### config.mk
export PLATFORM = sky130hd
export DESIGN_NAME = ilkn_test_sequencer_flat
export DESIGN_NICKNAME = d
export VERILOG_FILES = /design/src/rtl/ilkn_seq_pkg.sv /design/src/rtl/ilkn_test_sequencer_if.sv /design/src/rtl/ilkn_seq_watchdog.sv /design/src/rtl/ilkn_test_sequencer.sv /design/src/flat_wrapper.sv
export SDC_FILE = /design/constraint.sdc
export NUM_CORES = 1
export LEC_CHECK = 0
export CAP_MARGIN = 30
export CORE_MARGIN = 2
export CORE_UTILIZATION = 25
export CTS_CLUSTER_SIZE = 25
export DETAILED_ROUTE_END_ITERATION = 10
export PLACE_DENSITY = 0.54
export SLEW_MARGIN = 20
export SYNTH_ARGS = -nofsm -noshare
export SYNTH_HDL_FRONTEND = slang
export SYNTH_HIERARCHICAL = 1
export SYNTH_SLANG_ARGS = --single-unit
### constraint.sdc
create_clock -name init_clk -period 2.2 [get_ports init_clk]
set_clock_uncertainty 0.05 [all_clocks]
set_input_delay 0.44 -clock init_clk [delete_from_list [all_inputs] [get_ports init_clk]]
set_output_delay 0.44 -clock init_clk [all_outputs]
set_load 0.05 [all_outputs]
### src/rtl/ilkn_seq_pkg.sv
// ilkn_seq_pkg: state encodings, fail codes and state-window helpers
// shared by the Interlaken test sequencer and its watchdog.
`default_nettype none

package ilkn_seq_pkg;

  typedef enum logic [3:0] {
    ST_GT_LOCK_WAIT   = 4'd0,
    ST_RX_ALIGN_WAIT  = 4'd1,
    ST_PACKET_SEND    = 4'd2,
    ST_PACKET_RECEIVE = 4'd3,
    ST_IDLE_WAIT      = 4'd4,
    ST_RESTART        = 4'd5,
    ST_BUSY_WAIT      = 4'd6,
    ST_DONE           = 4'd7,
    ST_FAIL           = 4'd8
  } seq_state_e;

  localparam logic [1:0] FC_NONE      = 2'd0;
  localparam logic [1:0] FC_TX_FAIL   = 2'd1;
  localparam logic [1:0] FC_RX_FAILED = 2'd2;
  localparam logic [1:0] FC_TIMEOUT   = 2'd3;

  // Core failure flags are only meaningful once the link is aligned.
  function automatic logic in_fail_window(input seq_state_e s);
    return (s >= ST_PACKET_SEND) && (s <= ST_BUSY_WAIT);
  endfunction

  function automatic logic in_watch_window(input seq_state_e s);
    return (s <= ST_BUSY_WAIT) && (s != ST_RESTART);
  endfunction

endpackage

`default_nettype wire

### src/rtl/ilkn_test_sequencer_if.sv
// ilkn_test_sequencer_if: per-core status inputs and sequencer control/status
// outputs; master = sequencer side, slave = core/observer side.
`default_nettype none

interface ilkn_test_sequencer_if #(
  parameter int NUM_CORES = 2,
  parameter int LAT_W     = 24
);
  logic [NUM_CORES-1:0] tx_done;
  logic [NUM_CORES-1:0] tx_busy;
  logic [NUM_CORES-1:0] tx_fail;
  logic [NUM_CORES-1:0] rx_gt_locked;
  logic [NUM_CORES-1:0] rx_aligned;
  logic [NUM_CORES-1:0] rx_done;
  logic [NUM_CORES-1:0] rx_failed;
  logic [NUM_CORES-1:0] rx_busy;

  logic             sys_reset;
  logic             lbus_tx_rx_restart_in;
  logic             s_axi_pm_tick;
  logic [3:0]       state;
  logic [7:0]       round_cnt;
  logic [LAT_W-1:0] last_latency;
  logic             lat_valid;
  logic             seq_done;
  logic             seq_fail;
  logic [1:0]       fail_code;
  logic [3:0]       fail_state;

  modport master (
    input  tx_done, tx_busy, tx_fail, rx_gt_locked, rx_aligned, rx_done, rx_failed, rx_busy,
    output sys_reset, lbus_tx_rx_restart_in, s_axi_pm_tick, state, round_cnt,
           last_latency, lat_valid, seq_done, seq_fail, fail_code, fail_state
  );

  modport slave (
    output tx_done, tx_busy, tx_fail, rx_gt_locked, rx_aligned, rx_done, rx_failed, rx_busy,
    input  sys_reset, lbus_tx_rx_restart_in, s_axi_pm_tick, state, round_cnt,
           last_latency, lat_valid, seq_done, seq_fail, fail_code, fail_state
  );
endinterface

`default_nettype wire

### src/rtl/ilkn_seq_watchdog.sv
// ilkn_seq_watchdog: per-state cycle counter, cleared on every state change;
// expiry flags the last cycle of TIMEOUT_MAX without progress (ILKN_SEQ_TIMEOUT_EN).
`default_nettype none

module ilkn_seq_watchdog #(
  parameter int TIMEOUT_MAX = 1048575
) (
  input  wire logic clk_i,
  input  wire logic rst_i,
  input  wire logic clr_i,
  output logic      expired_o
);
  localparam int CW = $clog2(TIMEOUT_MAX + 1);

  logic [CW-1:0] cnt_q;

  always_ff @(posedge clk_i) begin
    if (rst_i || clr_i) begin
      cnt_q <= '0;
    end else if (cnt_q != CW'(TIMEOUT_MAX)) begin
      cnt_q <= cnt_q + 1'b1;
    end
  end

  // cnt_q counts completed cycles, so the current cycle is cnt_q+1.
  assign expired_o = (cnt_q >= CW'(TIMEOUT_MAX - 1));

endmodule

`default_nettype wire

### src/rtl/ilkn_test_sequencer.sv
// ilkn_test_sequencer: sequences reset/restart/PM tick for NUM_CORES Interlaken
// exdes cores over NUM_ROUNDS rounds with latency capture; watchdog under ILKN_SEQ_TIMEOUT_EN.
`default_nettype none

module ilkn_test_sequencer
  import ilkn_seq_pkg::*;
#(
  parameter int NUM_CORES   = 2,
  parameter int NUM_ROUNDS  = 2,
  parameter int TIMEOUT_MAX = 1048575,
  parameter int LAT_W       = 24
) (
  input  wire logic             init_clk,
  input  wire logic             clk_reset,
  ilkn_test_sequencer_if.master seq_if
);
  localparam logic [LAT_W-1:0] LAT_MAX = '1;

  seq_state_e           state_q, state_d, adv_state;
  logic                 progress, fail_hit, timeout_hit, wd_expired;
  logic                 entering, rx_edge;
  logic [NUM_CORES-1:0] busy_bits;
  logic                 none_busy, any_fail;

  logic             sys_reset_q, restart_q, restart_d, pm_tick_q, pm_tick_d;
  logic             seq_done_q, seq_done_d, seq_fail_q, seq_fail_d;
  logic             lat_valid_q, lat_valid_d;
  logic [7:0]       round_cnt_q, round_cnt_d;
  logic [LAT_W-1:0] lat_cnt_q, lat_cnt_d, lat_inc, last_latency_q, last_latency_d;
  logic [1:0]       fail_code_q, fail_code_d;
  logic [3:0]       fail_state_q, fail_state_d;

  assign busy_bits = seq_if.tx_busy | seq_if.rx_busy;
  assign none_busy = ~|busy_bits;
  assign any_fail  = |(seq_if.tx_fail | seq_if.rx_failed);

`ifdef ILKN_SEQ_TIMEOUT_EN
  ilkn_seq_watchdog #(
    .TIMEOUT_MAX(TIMEOUT_MAX)
  ) u_watchdog (
    .clk_i    (init_clk),
    .rst_i    (clk_reset),
    .clr_i    (state_d != state_q),
    .expired_o(wd_expired)
  );
`else
  logic unused_timeout_max;
  assign unused_timeout_max = (TIMEOUT_MAX == 0);
  assign wd_expired         = 1'b0;
`endif

  always_ff @(posedge init_clk) begin
    if (clk_reset) state_q <= ST_GT_LOCK_WAIT;
    else           state_q <= state_d;
  end

  always_comb begin
    progress  = 1'b0;
    adv_state = state_q;
    case (state_q)
      ST_GT_LOCK_WAIT:   begin progress = &seq_if.rx_gt_locked; adv_state = ST_RX_ALIGN_WAIT;  end
      ST_RX_ALIGN_WAIT:  begin progress = &seq_if.rx_aligned;   adv_state = ST_PACKET_SEND;    end
      ST_PACKET_SEND:    begin progress = &seq_if.tx_done;      adv_state = ST_PACKET_RECEIVE; end
      ST_PACKET_RECEIVE: begin progress = &seq_if.rx_done;      adv_state = ST_IDLE_WAIT;      end
      ST_IDLE_WAIT: begin
        progress  = none_busy;
        adv_state = (round_cnt_q == 8'(NUM_ROUNDS)) ? ST_DONE : ST_RESTART;
      end
      ST_RESTART:        begin progress = 1'b1;                 adv_state = ST_BUSY_WAIT;      end
      ST_BUSY_WAIT: begin
        progress  = (&seq_if.tx_busy) && (&seq_if.rx_busy);
        adv_state = ST_PACKET_SEND;
      end
      default: ;
    endcase
    // Failure beats progress, progress beats timeout.
    fail_hit    = in_fail_window(state_q) && any_fail;
    timeout_hit = in_watch_window(state_q) && !progress && wd_expired;
    state_d     = state_q;
    if (fail_hit || timeout_hit) state_d = ST_FAIL;
    else if (progress)           state_d = adv_state;
  end

  always_comb begin
    entering       = (state_d != state_q);
    rx_edge        = (state_q == ST_PACKET_RECEIVE) && (state_d == ST_IDLE_WAIT);
    lat_inc        = (lat_cnt_q == LAT_MAX) ? lat_cnt_q : lat_cnt_q + 1'b1;
    restart_d      = (state_d == ST_RESTART);
    pm_tick_d      = entering && (state_d == ST_DONE);
    seq_done_d     = seq_done_q | pm_tick_d;
    seq_fail_d     = seq_fail_q | (state_d == ST_FAIL);
    round_cnt_d    = rx_edge ? round_cnt_q + 8'd1 : round_cnt_q;
    last_latency_d = rx_edge ? lat_inc : last_latency_q;
    lat_valid_d    = rx_edge;
    lat_cnt_d      = lat_cnt_q;
    if (entering && (state_d == ST_PACKET_SEND)) begin
      lat_cnt_d = '0;
    end else if ((state_q == ST_PACKET_SEND) || (state_q == ST_PACKET_RECEIVE)) begin
      lat_cnt_d = lat_inc;
    end
    fail_code_d  = fail_code_q;
    fail_state_d = fail_state_q;
    if (entering && (state_d == ST_FAIL)) begin
      fail_state_d = state_q;
      if (fail_hit) fail_code_d = (|seq_if.tx_fail) ? FC_TX_FAIL : FC_RX_FAILED;
      else          fail_code_d = FC_TIMEOUT;
    end
  end

  always_ff @(posedge init_clk) begin
    if (clk_reset) begin
      sys_reset_q    <= 1'b1;
      restart_q      <= 1'b0;
      pm_tick_q      <= 1'b0;
      seq_done_q     <= 1'b0;
      seq_fail_q     <= 1'b0;
      lat_valid_q    <= 1'b0;
      round_cnt_q    <= '0;
      lat_cnt_q      <= '0;
      last_latency_q <= '0;
      fail_code_q    <= FC_NONE;
      fail_state_q   <= '0;
    end else begin
      sys_reset_q    <= 1'b0;
      restart_q      <= restart_d;
      pm_tick_q      <= pm_tick_d;
      seq_done_q     <= seq_done_d;
      seq_fail_q     <= seq_fail_d;
      lat_valid_q    <= lat_valid_d;
      round_cnt_q    <= round_cnt_d;
      lat_cnt_q      <= lat_cnt_d;
      last_latency_q <= last_latency_d;
      fail_code_q    <= fail_code_d;
      fail_state_q   <= fail_state_d;
    end
  end

  assign seq_if.sys_reset             = sys_reset_q;
  assign seq_if.lbus_tx_rx_restart_in = restart_q;
  assign seq_if.s_axi_pm_tick         = pm_tick_q;
  assign seq_if.state                 = state_q;
  assign seq_if.round_cnt             = round_cnt_q;
  assign seq_if.last_latency          = last_latency_q;
  assign seq_if.lat_valid             = lat_valid_q;
  assign seq_if.seq_done              = seq_done_q;
  assign seq_if.seq_fail              = seq_fail_q;
  assign seq_if.fail_code             = fail_code_q;
  assign seq_if.fail_state            = fail_state_q;

endmodule

`default_nettype wire

### src/flat_wrapper.sv
// flat-port wrapper written by rule: the top's interface ports become plain ports
module ilkn_test_sequencer_flat import ilkn_seq_pkg::*;
#(
  parameter int NUM_CORES   = 2,
  parameter int NUM_ROUNDS  = 2,
  parameter int TIMEOUT_MAX = 1048575,
  parameter int LAT_W       = 24
)
  (init_clk, clk_reset, seq_if_tx_done, seq_if_tx_busy, seq_if_tx_fail, seq_if_rx_gt_locked, seq_if_rx_aligned, seq_if_rx_done, seq_if_rx_failed, seq_if_rx_busy, seq_if_sys_reset, seq_if_lbus_tx_rx_restart_in, seq_if_s_axi_pm_tick, seq_if_state, seq_if_round_cnt, seq_if_last_latency, seq_if_lat_valid, seq_if_seq_done, seq_if_seq_fail, seq_if_fail_code, seq_if_fail_state);
  ilkn_test_sequencer_if #(.NUM_CORES(NUM_CORES), .LAT_W(LAT_W)) seq_if_i ();
  input  wire logic init_clk;
  input  wire logic clk_reset;
  input wire logic [$bits(seq_if_i.tx_done)-1:0] seq_if_tx_done;
  input wire logic [$bits(seq_if_i.tx_busy)-1:0] seq_if_tx_busy;
  input wire logic [$bits(seq_if_i.tx_fail)-1:0] seq_if_tx_fail;
  input wire logic [$bits(seq_if_i.rx_gt_locked)-1:0] seq_if_rx_gt_locked;
  input wire logic [$bits(seq_if_i.rx_aligned)-1:0] seq_if_rx_aligned;
  input wire logic [$bits(seq_if_i.rx_done)-1:0] seq_if_rx_done;
  input wire logic [$bits(seq_if_i.rx_failed)-1:0] seq_if_rx_failed;
  input wire logic [$bits(seq_if_i.rx_busy)-1:0] seq_if_rx_busy;
  output wire logic [$bits(seq_if_i.sys_reset)-1:0] seq_if_sys_reset;
  output wire logic [$bits(seq_if_i.lbus_tx_rx_restart_in)-1:0] seq_if_lbus_tx_rx_restart_in;
  output wire logic [$bits(seq_if_i.s_axi_pm_tick)-1:0] seq_if_s_axi_pm_tick;
  output wire logic [$bits(seq_if_i.state)-1:0] seq_if_state;
  output wire logic [$bits(seq_if_i.round_cnt)-1:0] seq_if_round_cnt;
  output wire logic [$bits(seq_if_i.last_latency)-1:0] seq_if_last_latency;
  output wire logic [$bits(seq_if_i.lat_valid)-1:0] seq_if_lat_valid;
  output wire logic [$bits(seq_if_i.seq_done)-1:0] seq_if_seq_done;
  output wire logic [$bits(seq_if_i.seq_fail)-1:0] seq_if_seq_fail;
  output wire logic [$bits(seq_if_i.fail_code)-1:0] seq_if_fail_code;
  output wire logic [$bits(seq_if_i.fail_state)-1:0] seq_if_fail_state;
  assign seq_if_i.tx_done = seq_if_tx_done;
  assign seq_if_i.tx_busy = seq_if_tx_busy;
  assign seq_if_i.tx_fail = seq_if_tx_fail;
  assign seq_if_i.rx_gt_locked = seq_if_rx_gt_locked;
  assign seq_if_i.rx_aligned = seq_if_rx_aligned;
  assign seq_if_i.rx_done = seq_if_rx_done;
  assign seq_if_i.rx_failed = seq_if_rx_failed;
  assign seq_if_i.rx_busy = seq_if_rx_busy;
  assign seq_if_sys_reset = seq_if_i.sys_reset;
  assign seq_if_lbus_tx_rx_restart_in = seq_if_i.lbus_tx_rx_restart_in;
  assign seq_if_s_axi_pm_tick = seq_if_i.s_axi_pm_tick;
  assign seq_if_state = seq_if_i.state;
  assign seq_if_round_cnt = seq_if_i.round_cnt;
  assign seq_if_last_latency = seq_if_i.last_latency;
  assign seq_if_lat_valid = seq_if_i.lat_valid;
  assign seq_if_seq_done = seq_if_i.seq_done;
  assign seq_if_seq_fail = seq_if_i.seq_fail;
  assign seq_if_fail_code = seq_if_i.fail_code;
  assign seq_if_fail_state = seq_if_i.fail_state;
  ilkn_test_sequencer #(.NUM_CORES(NUM_CORES), .NUM_ROUNDS(NUM_ROUNDS), .TIMEOUT_MAX(TIMEOUT_MAX), .LAT_W(LAT_W)) u_core (.init_clk(init_clk), .clk_reset(clk_reset), .seq_if(seq_if_i));
endmodule
* Yosys cells after proc, flatten, opt, wreduce, memory -nomap -nowiden
Index checks and enable logic that the tools add are counted.
Cells by class: add/subtract/negate cells 2, $lt $le $gt $ge 2, eq/ne operators 14, multiplexer cells 9, bitwise operators 4, reduce and logical (&&, ||, !) cells 21
Operator list (count):
- 24-bit by 1-bit adder with 24-bit output, second input constant | 1
- 24-bit equality test, second input constant | 1
- 4-bit by 3-bit equality test with 1-bit output, second input constant | 6
- 24-bit two-way mux | 1
- 4-bit case mux with 6 select lines | 1
- 4-bit by 2-bit equality test with 1-bit output, second input constant | 3
- 2-bit AND reduction | 6
- 2-bit OR reduction | 5
- 8-bit by 1-bit adder with 8-bit output, second input constant | 1
- 8-bit by 2-bit equality test with 1-bit output, second input constant | 1
- 4-bit two-way mux | 2
- 1-bit logical AND | 7
- 1-bit case mux with 7 select lines | 1
- 2-bit two-way mux | 3
- 4-bit by 1-bit equality test with 1-bit output, second input constant | 1
- 4-bit equality test, second input constant | 1
- 4-bit by 2-bit greater-or-equal comparator with 1-bit output, second input constant | 1
- 4-bit by 3-bit less-or-equal comparator with 1-bit output, second input constant | 1
- 4-bit logical NOT | 1
- 4-bit inequality test | 1
- 2-bit OR | 2
- 1-bit OR | 2
- 1-bit logical NOT | 1
- 1-bit logical OR | 1
- 1-bit two-way mux | 1
Word-level totals: register bits 72, bits of input ports 18, output and inout bits 48, logic and storage cells 64

* Longest topological paths before layout
Gate-level depths: netlist (run 1).
depth after elaboration 9, mapped depth 10, mapped depth without buffers 8

* Worst setup path before layout (run 1)
No wires, ideal clock.
path kind reg2reg, start reg u_core.state_q[1] (netlist: u_core/seq_if.state[1]), end reg u_core.lat_cnt_q[23], setup time 0.116 ns, data arrival time 2.416 ns, required time 2.034 ns, setup slack -0.382 ns, stages on the path, launching flop included 8, buffers on the path 1, period minus slack after synthesis 2.582 ns, cells stage by stage dfxtp_1 -> buf_4 -> or3b_4 -> or4_1 -> a2111o_1 -> nor2_1 -> xnor2_1 -> nor2_2
On the way: cells in the longest elaborated chain, start to end 8, elaborated cells on any way between the ends 21, classes of those cells order compare (2); eq/ne (8); mux (4); reduce/logical (7)
RTL lines:
- start, declared | line ilkn_test_sequencer.sv:19 | seq_state_e state_q, state_d, adv_state;
- start signal, assigned | line ilkn_test_sequencer.sv:54 | else state_q <= state_d;
- 4-bit by 1-bit equality test with 1-bit output / 4-bit by 3-bit equality test with 1-bit output (equally long branches) | line ilkn_test_sequencer.sv:60 | case (state_q)
- 2-bit OR reduction (no source line)
- 4-bit case mux with 6 select lines | line ilkn_test_sequencer.sv:60
- 4-bit two-way mux | line ilkn_test_sequencer.sv:81 | else if (progress) state_d = adv_state;
- 4-bit two-way mux | line ilkn_test_sequencer.sv:80 | if (fail_hit || timeout_hit) state_d = ST_FAIL;
- 4-bit inequality test / 4-bit by 2-bit equality test with 1-bit output (equally long branches) | line ilkn_test_sequencer.sv:85, ilkn_test_sequencer.sv:96
- 1-bit logical AND | line ilkn_test_sequencer.sv:96 | if (entering && (state_d == ST_PACKET_SEND)) begin
- 2-bit OR reduction (no source line)
- end signal, assigned | line ilkn_test_sequencer.sv:131 | lat_cnt_q <= lat_cnt_d;
- end, declared | line ilkn_test_sequencer.sv:29 | logic [LAT_W-1:0] lat_cnt_q, lat_cnt_d, lat_inc, last_latency_q, last_latency_d;
Several ways; a longest one is shown, not always the timed one. A chain may end at the register's enable or synchronous reset.

* Worst setup path in the final report (run 1)
start in seq_if_rx_done[0], end reg u_core.lat_cnt_q[7]
On the way: cells in the longest elaborated chain, start to end 7, elaborated cells on any way between the ends 8, classes of those cells eq/ne (2); mux (3); reduce/logical (3)
RTL lines:
- start, declared | line flat_wrapper.sv:18 | input wire logic [$bits(seq_if_i.rx_done)-1:0] seq_if_rx_done;
- 2-bit AND reduction * | line ilkn_test_sequencer.sv:64 | ST_PACKET_RECEIVE: begin progress = &seq_if.rx_done; adv_state = ST_IDLE_WAIT; end
- 1-bit case mux with 7 select lines * | line ilkn_test_sequencer.sv:60
- 4-bit two-way mux * | line ilkn_test_sequencer.sv:81
- 4-bit two-way mux * | line ilkn_test_sequencer.sv:80
- 4-bit inequality test / 4-bit by 2-bit equality test with 1-bit output (equally long branches) | line ilkn_test_sequencer.sv:85, ilkn_test_sequencer.sv:96
- 1-bit logical AND * | line ilkn_test_sequencer.sv:96
- 2-bit OR reduction (no source line) *
Every way passes the cells marked *; elsewhere a longest branch is shown, timed or not.

==> impl_metrics.tcl, run 1 <==
set metrics [dict create \
    worst-path-max-fanout 6 \
    numCtsBuffers 9 \
    ioPinCount 66 \
    crit_start "seq_if_rx_done[0]" \
    drtIter0Drc 294 \
    io_buffer_count 65 \
    syn_nets 453 \
    p_per_area_mw_per_mm2 562 \
    drc_errors 0 \
    hold_viol_final 0 \
    route.antenna.remaining_nets 0 \
    p_leak_nw 2.08 \
    finalSetupViolCount 0 \
    rows 43 \
    routed_wl_um 11100 \
    antenna_found_initial 0 \
    ir_drop_mv 0.284 \
    die_area_mm2 0.0151 \
    crit_chain "clkdlybuf4s50_1 > nand4b_1 > a21oi_2 > a21oi_4 > buf_4 > a211oi_2 > a21o_4 > clkbuf_16 > nor2_2" \
    grt_pass1_vias 3594 \
    rsz0062_at_grt "true" \
    end_kind "register" \
    drive_above_1_share_pct 29.3 \
    netlist_area_mm2 0.00354 \
    wire_per_inst_um 14.7 \
    cts.clk_slew.worst_paths_ns 0.05 \
    holdWs_ns 0.409 \
    synth-seq-cells 72 \
    die_height_um 123 \
    max_stage_delay_ns 0.46 \
    hold_depth 2 \
    cts_hold_buffers 0 \
    path_class "in2reg" \
    syn_to_final_growth_pct 60.2 \
    grt_max_degree 32 \
    fin_crit_sh_pct 99.5 \
    postSynthAreaPerCell_um2 8.20 \
    crit_required_ns 2.38 \
    antenna_cells 0 \
    avgViaCountPerCell 4.81 \
    maxSlewHeadroom_pct 64.4 \
    synth_top_area_cell "dfxtp_1" \
    dr_total_vias 3652 \
    clk_latency_ns 0.34 \
    cp.arrival_ns 2.37 \
    cts_tree "yes" \
    gr-total-overflow 0 \
    fmax_ghz 0.457 \
    place.gp.congestion 0.851 \
    grt_util_all_layers_pct 14.6 \
    final_cell_mix "buf_4, dfxtp_1, clkdlybuf4s50_1, nor2_1, nand2_1" \
    r2r_cells 8 \
    reg2reg_from "u_core/lat_cnt_q[0]" \
    initial_core_util_pct 25.5 \
    clock_path_buffers 2 \
    critPathLaunchType "primary input" \
    synth_cell_type_count 48 \
    core_area_mm2 0.0139 \
    hold_path_end "u_core/seq_if.fail_state[0]" \
    root_buffer "clkbuf_16" \
    fin_nets 597 \
    final_common_cell "buf_4" \
    drv_cap 0 \
    hp-start "u_core/seq_if.fail_state[0]" \
    status "finished, final reports clean" \
    dr.pass1.iters 4 \
    grt_pass1_wl_um 17300 \
    hold_class "reg2reg" \
    period_minus_slack_ns 2.19 \
    cpMaxStageDelayCell "clkdlybuf4s50_1" \
    r2r_slack_ns 0.02 \
    die_w_um 123 \
    post-route-util_pct 40.9 \
    dp_hpwl_um 7370 \
    syn_inst 432 \
    netlist.area_leader.share_pct 40.7 \
    yosysWarnings 6 \
    ys_top_cells_by_area "dfxtp_1, xor2_1, nor2_1, a21oi_1, nand2_1" \
    slew_viol_final 0 \
    cts_max_level 3 \
    stdcell_count 760 \
    reg2reg_to "u_core/seq_if.last_latency[21]" \
    cts_sinks 72 \
    synth.yosys.seq_area_share_pct 40.7 \
    dp.cells 722 \
    max_slew.worst_pin.slew_ns 0.520 \
]
## cell families after synthesis
kind of cell             synth area share [%]
AND/OR/NAND/NOR                          28.0
buffers and inverters                    4.27
adder cells (fa/ha/maj)                  1.06
multiplexers                            0.600
XOR/XNOR                                 9.39
flip-flops                               40.7
AO/OA/AOI/OAI                            16.0
## state kept, by name, indices dropped and copies added, names as in the netlist
register                             cells
u_core/lat_cnt_q                        24
u_core/seq_if.fail_code                  2
u_core/seq_if.fail_state                 4
u_core/seq_if.last_latency              24
u_core/seq_if.lat_valid                  1
u_core/seq_if.lbus_tx_rx_restart_in      1
u_core/seq_if.round_cnt                  8
u_core/seq_if.s_axi_pm_tick              1
u_core/seq_if.seq_done                   1
u_core/seq_if.seq_fail                   1
u_core/seq_if.state                      4
u_core/seq_if.sys_reset                  1
## layer usage
metal	up-vias	track usage, %	share of wire (%)
li1	1825	-	-
met1	1708	17.4	45
met2	94	24.4	48
met3	25	3.74	4.6
met4	0	6.75	2.5
met5	-	0	0
## worst max-delay path: cells and delay by family
kind	cells	cell delay, ns
compound gates	4	0.92
buf+inv	3	0.79
simple gates	2	0.21
## per-stage QoR
step                setup TNS (ns)  worst slack, ns  total power (W)  area, um2
floorplan                  -0.0844          -0.0405          0.00148       3570
global placement            -27.38           -0.548          0.00161       4890
detailed placement          -27.99           -0.644          0.00162       4890
CTS                        -0.0435          -0.0270          0.00318       5430
global route                -0.779          -0.0502          0.00332       5680
finish                           0           0.0106          0.00319       5680
## synthesized netlist by cell type (all sizes together)
| library cell | count |
|---|---|
| ha | 3 |
| nand4b | 2 |
| clkbuf | 17 |
| mux2i | 1 |
| or4 | 7 |
| a211oi | 10 |
| a31oi | 5 |
| dfxtp | 72 |
| and4bb | 1 |
| o211ai | 2 |
| a2111oi | 4 |
| o211a | 1 |
| a22o | 2 |
| nand2b | 4 |
| and4 | 3 |
| or3b | 1 |
| nor2b | 2 |
| nand4 | 15 |
| nor3 | 9 |
| a21oi | 35 |
| o21a | 1 |
| inv | 8 |
| nor4 | 7 |
| xor2 | 23 |
| and3 | 11 |
| xnor2 | 15 |
| mux2 | 1 |
| a2111o | 2 |
| nand3 | 21 |
| or3 | 7 |
| or2 | 4 |
| buf | 11 |
| a21o | 2 |
| o21ai | 18 |
| a311oi | 1 |
| o31ai | 5 |
| nor2 | 54 |
| and2 | 2 |
| nand2 | 42 |
| a41oi | 1 |
## area by class of cell
class,instances,area [um2]
fillers,1348,8210
multi-input cells,324,2180
repair buffers,161,1470
flip-flops and latches,72,1460
clock buffers,13,282
well taps,180,225
clock inverters,2,35.0
inverters,8,30.0
## where the power goes
| part | switching (W) | internal [W] |
|---|---|---|
| Combinational | 0.000177 | 0.000147 |
| Sequential | 0.00000763 | 0.00131 |
| Clock | 0.000543 | 0.00100 |
| Total | 0.000728 | 0.00246 |
## worst max-delay path by stage
| stage | cells past startpoint | slack [ns] | end |
|---|---|---|---|
| after detailed placement | 8 | -0.64 | u_core/seq_if.round_cnt[4] |
| after global placement | 8 | -0.55 | u_core/seq_if.round_cnt[6] |
| after floorplan | 7 | -0.04 | u_core/lat_cnt_q[23] |
| after global routing | 9 | -0.05 | u_core/lat_cnt_q[21] |
| after CTS | 5 | -0.03 | u_core/lat_cnt_q[19] |
| final | 9 | 0.01 | u_core/lat_cnt_q[7] |
## timing repair
action | 4_1_cts | 5_1_grt
pin swaps | 19 | 21
endpoints found under the setup margin | 63 | 53
setup buffers | 16 | 3
gates cloned | 2 | 3
gates resized for setup | 28 | 51
Power figures use the tool's default switching activity.
==> run 2: changes to the inputs <==
CTS_CLUSTER_DIAMETER = 200   (was unset)
==> results of run 2 <==
Final layout, timing and power as in run 1 (identical DEF).
==> run 3: changes to the inputs <==
CORE_MARGIN = unset   (was 2)
==> impl_metrics.tcl, run 3 (same netlist as run 1, synthesis figures left out) <==
set metrics [dict create \
    status "finished, final reports clean" \
    cp_top_family "simple AND/OR/NAND/NOR gates" \
    ff_latch_area_mm2 0.00146 \
    wire_per_inst_um 14.1 \
    hp-start "u_core/seq_if.fail_state[0]" \
    grt_util_all_layers_pct 14.2 \
    crit_required_ns 2.41 \
    total_power_w 0.00322 \
    rsz0062_at_grt "true" \
    slew_viol_final 0 \
    place.gp.congestion 0.833 \
    place_area_mm2 0.00485 \
    dr.pass1.iters 4 \
    fin_ws_ns 0.0149 \
    hold_viol_final 0 \
    io_buffer_count 65 \
    final_cell_mix "buf_4, dfxtp_1, clkdlybuf4s50_1, nor2_1, nand2_1" \
    pre_cts_ws_ns -0.504 \
    hold_depth 2 \
    cts_tree "yes" \
    die_area_mm2 0.0147 \
    grt_max_degree 38 \
    numCtsBuffers 9 \
    cts_hold_buffers 0 \
    dr_total_vias 3480 \
    rows 43 \
    stdcell_count 741 \
    hold_class "reg2reg" \
    avgViaCountPerCell 4.70 \
    cp.arrival_ns 2.40 \
    max_slew.worst_pin.slew_ns 0.549 \
    drive_above_1_share_pct 26.2 \
    cts.clk_slew.worst_paths_ns 0.06 \
    cp_num_cells 8 \
    clk_latency_ns 0.34 \
    drv_cap 0 \
    multiInputGateArea_mm2 0.00215 \
    antenna_cells 0 \
    fin_area_mm2 0.00551 \
    gr-total-overflow 0 \
    reg2reg_to "u_core/lat_cnt_q[6]" \
    route.antenna.remaining_nets 0 \
    root_buffer "clkbuf_16" \
    crit_chain "clkdlybuf4s50_1 > nand3_2 > o21ai_4 > nor4_2 > or4_4 > a21o_4 > clkbuf_16 > a211oi_2" \
    p_per_area_mw_per_mm2 584 \
    core_area_mm2 0.0138 \
    dp.cells 715 \
    path_class "in2reg" \
    fin_nets 577 \
    r2r_slack_ns 0.03 \
    drtIter0Drc 173 \
    grt_pass1_wl_um 16300 \
    ioPinCount 66 \
    path_buf_inv 2 \
    fin_crit_sh_pct 99.3 \
    maxSlewHeadroom_pct 63.3 \
    period_minus_slack_ns 2.19 \
    final_common_cell "buf_4" \
    die_height_um 121 \
    tns_ns 0 \
    end_kind "register" \
    routed_wl_um 10400 \
    dp_hpwl_um 7180 \
    clock_path_buffers 2 \
    cpMaxStageDelayCell "or4_4" \
    ir_drop_mv 0.408 \
    cts_sinks 72 \
    syn_to_final_growth_pct 55.6 \
    finalSetupViolCount 0 \
    hold_path_end "u_core/seq_if.fail_state[0]" \
    drc_errors 0 \
    fmax_ghz 0.458 \
    p_leak_nw 1.97 \
    die_w_um 121 \
    cts_max_level 3 \
    initial_core_util_pct 25.6 \
    fillers 1376 \
    r2r_cells 8 \
    reg2reg_from "u_core/seq_if.state[1]" \
    grt_pass1_vias 3387 \
    max_stage_delay_ns 0.52 \
    worst-path-max-fanout 6 \
    antenna_found_initial 0 \
    critPathLaunchType "primary input" \
]
## run 3: changes by cell type in the layout (fill, tap and decap cells not counted), moves of 5 or more
| cell | previous run | this run |
|---|---|---|
| buf_4 | 85 | 70 |
| o21ai_0 | 9 | 17 |
| dlygate4sd2_1 | 8 | 1 |
| nor2_1 | 42 | 49 |
| nor2_2 | 11 | 4 |
| o21ai_1 | 7 | 0 |
| buf_6 | 6 | 1 |
## run 3: cell type report
cell class	instances	share of cell area, %
inverter	8	0.545
multi-input combinational	324	39.1
clock inverter	4	0.862
clock buffer	12	5.06
sequential	72	26.5
timing repair buffer	141	23.9
tap	180	4.09
## run 3: per-stage QoR
step / util [%] / hold slack [ns]
2_1_floorplan: - / 0.418
3_3_place_gp: 35.1 / 0.392
3_5_place_dp: 35.1 / 0.399
4_1_cts: 38.1 / 0.408
5_1_grt: 39.9 / 0.429
6_report: 39.9 / 0.407
## run 3: worst max path at each step
stage                                 from                          to  slack (ns)
floorplan           u_core/seq_if.state[1]        u_core/lat_cnt_q[23]       -0.04
global placement         seq_if_tx_busy[1]  u_core/seq_if.round_cnt[4]       -0.58
detailed placement       seq_if_tx_busy[1]  u_core/seq_if.round_cnt[5]       -0.50
CTS                 u_core/seq_if.state[2]        u_core/lat_cnt_q[21]      -0.008
global route        u_core/seq_if.state[1]         u_core/lat_cnt_q[6]       -0.05
finish                   seq_if_tx_done[1]         u_core/lat_cnt_q[6]        0.01
## run 3: power by group
| group | total [W] | internal (W) | switching, W |
|---|---|---|---|
| Sequential | 0.00133 | 0.00131 | 0.0000123 |
| Clock | 0.00159 | 0.00101 | 0.000576 |
| Combinational | 0.000303 | 0.000139 | 0.000164 |
## run 3: layer usage
layer / wire (um) / part of all wire, % / global-route usage (%)
met5: 0 / 0 / 0
met2: 5100 / 49 / 24.4
met3: 311 / 3.0 / 2.77
met1: 4840 / 46 / 17.3
met4: 171 / 1.6 / 5.48
## run 3: worst reg2reg max path, cell delays in order, from the launching register on
cell       delay [ns]
dfxtp_4          0.35
buf_4            0.16
nand4b_1         0.26
o21ai_4          0.13
nor4_2           0.07
or4_4            0.52
a21o_4           0.26
clkbuf_16        0.17
a211oi_2         0.13
## run 3: timing repair
action | in CTS | in global routing
pin swaps | 14 | 18
buffers inserted | 3 | 5
gates cloned | 0 | 2
resized for setup | 20 | 42
endpoints found under the setup margin | 55 | 46
